===== src/rtl/mux_rr_arbiter.sv =====
// -----------------------------------------------------------------------------
// mux_rr_arbiter
//
// Four-requester round-robin arbiter driving a shared, registered data mux.
// A grant lasts while the grantee keeps its request high, up to MAX_HOLD
// consecutive cycles. Every grant is followed by one RELEASE cycle and one
// IDLE cycle before the next grant can be issued. Priority rotates: the search
// for the next winner starts just after the last requester that was served.
//
// Parameters
//   WIDTH     bit width of each requester data word
//   MAX_HOLD  maximum consecutive GRANT cycles per grant, legal range 1..15
//
// Ports
//   clk    in   1         single clock, all state changes on the rising edge
//   reset  in   1         synchronous, active-high reset
//   req    in   4         level-sensitive request lines, bit i = requester i
//   din    in   4*WIDTH   packed data, requester i at [i*WIDTH +: WIDTH]
//   gnt    out  4         registered one-hot grant, zero when nobody is granted
//   sel    out  2         registered mux select, current or last grantee
//   dout   out  WIDTH     registered mux output, din slice chosen by sel
//   valid  out  1         registered, dout carries the grantee's data
//   busy   out  1         high whenever the arbiter is not IDLE
// -----------------------------------------------------------------------------
module mux_rr_arbiter #(
  parameter int WIDTH    = 4,
  parameter int MAX_HOLD = 4
) (
  input  logic               clk,
  input  logic               reset,
  input  logic [3:0]         req,
  input  logic [4*WIDTH-1:0] din,
  output logic [3:0]         gnt,
  output logic [1:0]         sel,
  output logic [WIDTH-1:0]   dout,
  output logic               valid,
  output logic               busy
);

  localparam int NUM_REQ = 4;

  // Hold counter value on the last permitted GRANT cycle. The counter is
  // 4 bits wide, which covers the whole legal MAX_HOLD range of 1..15.
  localparam logic [3:0] HOLD_LAST = 4'(MAX_HOLD - 1);

  typedef enum logic [1:0] {
    IDLE    = 2'b00,
    GRANT   = 2'b01,
    RELEASE = 2'b10
  } state_t;

  // ---------------------------------------------------------------------------
  // State
  // ---------------------------------------------------------------------------
  state_t             state_reg, state_next;
  logic [3:0]         gnt_reg,   gnt_next;
  logic [1:0]         sel_reg,   sel_next;
  logic [WIDTH-1:0]   dout_reg,  dout_next;
  logic               valid_reg, valid_next;
  logic [3:0]         hold_reg,  hold_next;
  logic [1:0]         last_reg,  last_next;

  // ---------------------------------------------------------------------------
  // Per-requester views: data slices and the rotated search order
  // ---------------------------------------------------------------------------
  logic [WIDTH-1:0]   din_slice  [NUM_REQ];
  logic [1:0]         search_idx [NUM_REQ];
  logic [NUM_REQ-1:0] rot_req;
  logic [1:0]         winner;
  logic [NUM_REQ-1:0] winner_onehot;
  logic               any_req;

  genvar gi;
  generate
    for (gi = 0; gi < NUM_REQ; gi++) begin : g_req
      assign din_slice[gi]  = din[gi*WIDTH +: WIDTH];
      // Position gi of the search visits requester (last + 1 + gi) mod 4;
      // the 2-bit add provides the wrap for free.
      assign search_idx[gi] = last_reg + 2'(gi + 1);
      assign rot_req[gi]    = req[search_idx[gi]];
      assign winner_onehot[gi] = (winner == 2'(gi));
    end
  endgenerate

  assign any_req = |req;

  // Lowest set position in the rotated view is the winner. Scanning from the
  // top down lets the lowest position overwrite the others.
  always_comb begin
    winner = search_idx[0];
    for (int i = NUM_REQ - 1; i >= 0; i--) begin
      if (rot_req[i]) begin
        winner = search_idx[i];
      end
    end
  end

  // ---------------------------------------------------------------------------
  // Grant termination
  // ---------------------------------------------------------------------------
  logic req_held;
  logic hold_done;
  logic grant_exit;

  assign req_held   = req[sel_reg];
  assign hold_done  = (hold_reg == HOLD_LAST);
  // Either condition (or both together) ends the grant with one transition.
  assign grant_exit = !req_held || hold_done;

  // ---------------------------------------------------------------------------
  // State register
  // ---------------------------------------------------------------------------
  always_ff @(posedge clk) begin
    if (reset) begin
      state_reg <= IDLE;
      gnt_reg   <= '0;
      sel_reg   <= '0;
      dout_reg  <= '0;
      valid_reg <= 1'b0;
      hold_reg  <= '0;
      // Last grantee = 3 makes requester 0 first in line after reset.
      last_reg  <= 2'd3;
    end else begin
      state_reg <= state_next;
      gnt_reg   <= gnt_next;
      sel_reg   <= sel_next;
      dout_reg  <= dout_next;
      valid_reg <= valid_next;
      hold_reg  <= hold_next;
      last_reg  <= last_next;
    end
  end

  // ---------------------------------------------------------------------------
  // Next-state and registered-output logic
  // ---------------------------------------------------------------------------
  always_comb begin
    state_next = state_reg;
    gnt_next   = gnt_reg;
    sel_next   = sel_reg;
    dout_next  = dout_reg;
    valid_next = valid_reg;
    hold_next  = hold_reg;
    last_next  = last_reg;

    case (state_reg)
      IDLE: begin
        gnt_next   = '0;
        valid_next = 1'b0;
        if (any_req) begin
          state_next = GRANT;
          gnt_next   = winner_onehot;
          sel_next   = winner;
          hold_next  = '0;
        end
      end

      GRANT: begin
        // Only the selected slice reaches dout; other requesters' data is
        // never looked at, so they cannot disturb the output.
        dout_next  = din_slice[sel_reg];
        valid_next = 1'b1;
        hold_next  = hold_reg + 4'd1;
        if (grant_exit) begin
          state_next = RELEASE;
          gnt_next   = '0;
          last_next  = sel_reg;
        end
      end

      RELEASE: begin
        gnt_next   = '0;
        valid_next = 1'b0;
        state_next = IDLE;
      end

      default: begin
        state_next = IDLE;
        gnt_next   = '0;
        valid_next = 1'b0;
      end
    endcase
  end

  // ---------------------------------------------------------------------------
  // Outputs
  // ---------------------------------------------------------------------------
  assign gnt   = gnt_reg;
  assign sel   = sel_reg;
  assign dout  = dout_reg;
  assign valid = valid_reg;
  assign busy  = (state_reg != IDLE);

endmodule


===== config.mk =====
export PLATFORM = sky130hd
export DESIGN_NAME = mux_rr_arbiter
export DESIGN_NICKNAME = d
export VERILOG_FILES = /design/src/rtl/mux_rr_arbiter.sv
export SDC_FILE = /design/constraint.sdc
export NUM_CORES = 1
export LEC_CHECK = 0
export CORE_UTILIZATION = 42
export CTS_CLUSTER_SIZE = 40
export DETAILED_ROUTE_END_ITERATION = 12
export GPL_TIMING_DRIVEN = 1
export HOLD_SLACK_MARGIN = 0.12
export PLACE_DENSITY_LB_ADDON = 0.05
export SYNTH_ARGS = -nofsm -noshare
export SYNTH_HDL_FRONTEND = slang
export SYNTH_SLANG_ARGS = --single-unit

===== constraint.sdc =====
create_clock -name clk -period 2.03 [get_ports clk]
set_input_delay 0.203 -clock clk [delete_from_list [all_inputs] [get_ports clk]]
set_output_delay 0.203 -clock clk [all_outputs]
set_load 0.02 [all_outputs]

==> impl_metrics.yaml, run 1 <==
status:
  outcome: "complete, no violations"
synth:
  synth.top_cell.area_share_pct: 40.3
  syn_nets: 128
  synth_edf_count: 0
  synth_most_common_cell: "dfxtp_1"
  netlist_top_cells_area: "dfxtp_1 40%, mux4_2 12%, a21oi_1 6.4%, nand2_1 5.6%, nor2_1 5.6%"
  synth_ff_type: "dfxtp_1"
  yosys_warnings: 0
  synth_common_cells: "19 x dfxtp_1, 14 x nand2_1, 14 x nor2_1"
  syn_inst: 105
  ys_ff_latch: 19
  synthDistinctLibCells: 30
  syn_area_um2: 943
  yosysSeqAreaShare_pct: 40.3
  synthArstFlopShare_pct: 0
  yosysTopAreaCell: "dfxtp_1"
  avgSynthCellArea_um2: 8.98
cells_and_area:
  fill_cells: 181
  final_area_mm2: 0.00133
  antenna_cells: 0
  nNetsFinal: 163
  drive_above_1_share_pct: 11.5
  finalNonFillerCells: 166
  areaGrowthSynthToFinish_pct: 40.6
critical_path:
  end_kind: "output pin"
  cp-start-kind: "flop"
  crit_arrival_ns: 1.59
  worstPathMaxFanout: 5
  crit_type: "flop to output pin"
  required_ns: 1.83
timing:
  rsz0062_at_grt: "false"
  period_share_pct: 88.6
  relSlewSlack_pct: 50.4
  fmax_mhz: 556
  period_minus_slack_ns: 1.80
  slew_viol_final: 0
  tns_ns: 0
  tightest_slew_ns: 0.741
  finalClockSkew_ns: 0.00906
  hold_violations: 0
  setup_viol: 0
power_and_ir_drop:
  p_per_area_mw_per_mm2: 772
  irDropWorstVdd_v: 0.000474
  seqPwrFrac_pct: 44.0
  p_leak_nw: 0.500
  intPower_mw: 0.687
  p_sw_mw: 0.336
  sw_frac_of_total_pct: 32.9
  total_power_mw: 1.02
  combPwrFrac_pct: 37.6
  pwr-share-clk_pct: 18.4
route:
  detail_route.wl_per_cell_um: 13.6
  wl_mm: 2.26
  via_per_inst: 5.44
  drt_iter0_drc: 31
  via_count: 903
  ant_nets: 0
  drcViolationCount: 0
  dr.pass1.iters: 4
die:
  num_rows: 16
  die_h_um: 49.4
  core-area_mm2: 0.00204
  num_io_pins: 34
  initial_core_util_pct: 46.2
  die-area_mm2: 0.00244
  die_x_um: 49.4
place:
  placed_area_mm2: 0.00130
  gp_congestion: 0.821
  dp.cells: 162
  portBuffers: 33
  dp_hpwl_mm: 1.69
clock_network:
  numCtsBuffers: 3
  hold_buffers: 0
  cts_setup_buffers: 0
  clock-sinks: 19
  h-tree-depth: 1
  insertion_delay_ns: 0.30
  cts_root_buf: "clkbuf_4"
  clockBufferDepth: 2
  cts.repair.resized: 0
  clk_pin_slew_worst_paths_ns: 0.11
  cts_tree: "yes"
global_route:
  grt_max_degree: 22
  antenna_found_initial: 0
  grt_pass1_vias: 887
  grt_pass1_wl_mm: 3.80
  overflow: 0
  grt_usage_pct: 20.5
hold_path:
  hp-class: "flop to flop"
job:
  drv_cap: 0
## power by group through the flow
stage	registers [mW]	clock network, mW	logic, mW
2_1_floorplan	0.481	0	0.209
3_3_place_gp	0.458	0	0.379
3_5_place_dp	0.459	0	0.385
4_1_cts	0.451	0.193	0.388
5_1_grt	0.456	0.210	0.420
6_report	0.450	0.188	0.385
## final timing paths
path	start	to	slack, ns	cells past startpoint
worst max-delay path	sel[0]	sel[0]	0.23	2
worst min-delay path	dout[3]	dout[3]	0.46	2
worst min register to register	dout[3]	dout[3]	0.46	2
worst max register to register	sel[1]	gnt[2]	0.48	5
## cells in the final DEF (no fill, tap or decap)
master            n
a211oi_1          1
a21boi_4          1
a21o_1            2
a21oi_1          12
a21oi_2           1
a311oi_1          1
a32oi_1           2
and2_4            1
buf_4             3
clkbuf_4          3
clkdlybuf4s50_1  33
clkinv_2          1
dfxtp_1          19
ha_1              1
inv_1             3
mux4_2            5
nand2_1          14
nand2b_1          1
nand3_1           2
nand4_1           1
nor2_1           14
nor2_2            1
nor2b_1           1
nor3_1            5
o211a_1           1
o211ai_1          1
o21ai_1           1
o221ai_1          2
or2_1             1
or3_1             2
xor2_1            3
## logic make-up after synthesis
| family | synth area share [%] |
|---|---|
| XOR/XNOR | 2.79 |
| adder cells (fa/ha/maj) | 1.33 |
| AND/OR/NAND/NOR | 20.4 |
| buffers and inverters | 4.51 |
| multiplexers | 11.9 |
| AO/OA/AOI/OAI | 18.7 |
| flip-flops | 40.3 |
## worst max-delay path: stages, from the launching register on
cell	delay, ns
dfxtp_1	0.49
buf_4	0.20
clkdlybuf4s50_1	0.61
## per-stage QoR
step | worst slack (ns) | hold slack (ns) | utilization, %
2_1_floorplan | 0.332 | 0.356 | -
3_3_place_gp | 0.208 | 0.443 | 63.6
3_5_place_dp | 0.154 | 0.452 | 63.6
4_1_cts | 0.211 | 0.469 | 65.0
5_1_grt | 0.165 | 0.488 | 65.0
6_report | 0.232 | 0.465 | 65.0
## routing by layer
layer	track usage [%]	vias up	routed length (µm)
met5	0	-	0
met4	2.86	0	13
met2	39.3	32	1220
met3	5.61	2	120
li1	-	443	-
met1	22.5	426	907
## area by class of cell
cell class | instances | area [µm²] | area share, %
clock buffer | 3 | 22.5 | 1.70
clock inverter | 1 | 5.00 | 0.377
inverter | 3 | 11.3 | 0.849
multi-input combinational | 77 | 520 | 39.2
sequential | 19 | 380 | 28.7
tap | 27 | 33.8 | 2.55
timing repair buffer | 36 | 353 | 26.6
Power figures use the tool's default switching activity.
==> inputs of run 2 (changes only) <==
- PLACE_DENSITY: default -> 0.76
- PLACE_DENSITY_LB_ADDON: 0.05 -> default
==> impl_metrics.yaml, run 2 (synthesis results as in run 1) <==
global_route:
  grt_pass1_vias: 862
  antenna_found_initial: 0
  grt_pass1_wl_mm: 3.75
  grt_max_degree: 22
  grt_usage_pct: 20.1
  overflow: 0
die:
  num_io_pins: 34
  num_rows: 16
  die_x_um: 49.4
  core-area_mm2: 0.00204
  die-area_mm2: 0.00244
  die_h_um: 49.4
  initial_core_util_pct: 46.2
cells_and_area:
  drive_above_1_share_pct: 10.8
  fill_cells: 180
  mostFrequentLayoutCell: "clkdlybuf4s50_1"
  fin_util_pct: 64.9
  mostFrequentLayoutCells: "33 x clkdlybuf4s50_1, 19 x dfxtp_1, 14 x nand2_1, 14 x nor2_1, 12 x a21oi_1"
  antenna_cells: 0
  nNetsFinal: 163
  areaGrowthSynthToFinish_pct: 40.5
place:
  pre_cts_ws_ns: 0.181
  gp_congestion: 0.851
  portBuffers: 33
  dp_hpwl_mm: 1.85
route:
  via_per_inst: 5.42
  via_count: 899
  drcViolationCount: 0
  dr.pass1.iters: 4
  drt_iter0_drc: 10
  wl_mm: 2.28
  ant_nets: 0
  detail_route.wl_per_cell_um: 13.7
timing:
  period_minus_slack_ns: 1.77
  tightest_slew_ns: 0.735
  fmax_mhz: 564
  slew_viol_final: 0
  rsz0062_at_grt: "false"
  setup_viol: 0
  tns_ns: 0
  hold_violations: 0
  period_share_pct: 87.4
  relSlewSlack_pct: 50.8
  finalClockSkew_ns: 0.00951
  setup_slack_ns: 0.257
clock_network:
  cts_tree: "yes"
  clk_pin_slew_worst_paths_ns: 0.11
  numCtsBuffers: 3
  cts_root_buf: "clkbuf_4"
  hold_buffers: 0
  clock-sinks: 19
  insertion_delay_ns: 0.29
  cts.repair.resized: 0
  clockBufferDepth: 2
  h-tree-depth: 1
  cts_setup_buffers: 0
critical_path:
  end_kind: "output pin"
  r2r-start: "sel[1]"
  crit_arrival_ns: 1.57
  r2r_end: "gnt[2]"
  critPathLaunch: "sel[0]"
  crit_end: "sel[0]"
  regToRegSetupSlack_ns: 0.46
  cp-start-kind: "flop"
  rr_worst_depth: 5
  crit_type: "flop to output pin"
  required_ns: 1.83
  worstPathMaxFanout: 5
status:
  outcome: "complete, no violations"
power_and_ir_drop:
  sw_frac_of_total_pct: 32.2
  irDropWorstVdd_v: 0.000487
  total_power_mw: 1.02
  p_leak_nw: 0.498
  p_sw_mw: 0.328
  combPwrFrac_pct: 37.7
  intPower_mw: 0.690
  seqPwrFrac_pct: 44.1
  p_per_area_mw_per_mm2: 768
  pwr-share-clk_pct: 18.2
job:
  drv_cap: 0
hold_path:
  hp-class: "flop to flop"
[run 2: cell count changes in the layout (fill, tap and decap cells not counted), sizes merged]
cell,previous run,this run
clkbuf,3,4
clkinv,1,0
[run 2: power by group through the flow]
stage / logic (mW) / registers (mW) / clock network (mW)
after floorplan: 0.209 / 0.481 / 0
after global placement: 0.376 / 0.455 / 0
after detailed placement: 0.385 / 0.457 / 0
after CTS: 0.387 / 0.449 / 0.193
after global routing: 0.415 / 0.454 / 0.204
final: 0.384 / 0.449 / 0.185
[run 2: layout make-up]
type	instances	area, µm²	share of cell area, %
well taps	27	33.8	2.55
inverters	3	11.3	0.850
clock buffers	4	26.3	1.98
multi-input cells	77	520	39.3
flip-flops and latches	19	380	28.7
repair buffers	36	353	26.6
[run 2: per-layer routing]
layer  GRT usage, %  up-vias  share of wire [%]
met1           20.3      423                 41
met4           11.9        0                2.5
met3           2.49        8                3.6
li1               -      445                  -
met5              0        -                  0
met2           38.8       23                 53
[run 2: worst max-delay path, stage by stage (launching register included)]
cell	delay [ns]
dfxtp_1	0.47
buf_4	0.20
clkdlybuf4s50_1	0.60
[run 2: metrics by stage]
step                      instances  hold WS, ns  cell area, µm²
after floorplan                 105        0.356             943
after global placement          162        0.443            1300
after detailed placement        162        0.451            1300
after CTS                       166        0.466            1330
after global routing            166        0.488            1330
final                           166        0.464            1330
[run 2: worst min path at each step]
stage          startpoint  cells past startpoint          end
2_1_floorplan       reset                      2  last_reg[1]
3_3_place_gp      dout[1]                      2      dout[1]
3_5_place_dp      dout[2]                      2      dout[2]
4_1_cts           dout[2]                      2      dout[2]
5_1_grt           dout[1]                      2      dout[1]
6_report          dout[1]                      2      dout[1]
==> inputs of run 3 (changes only) <==
- SLEW_MARGIN: default -> 15
==> results of run 3 <==
Same layout as run 2: the final DEF is identical, and so are final timing and power.
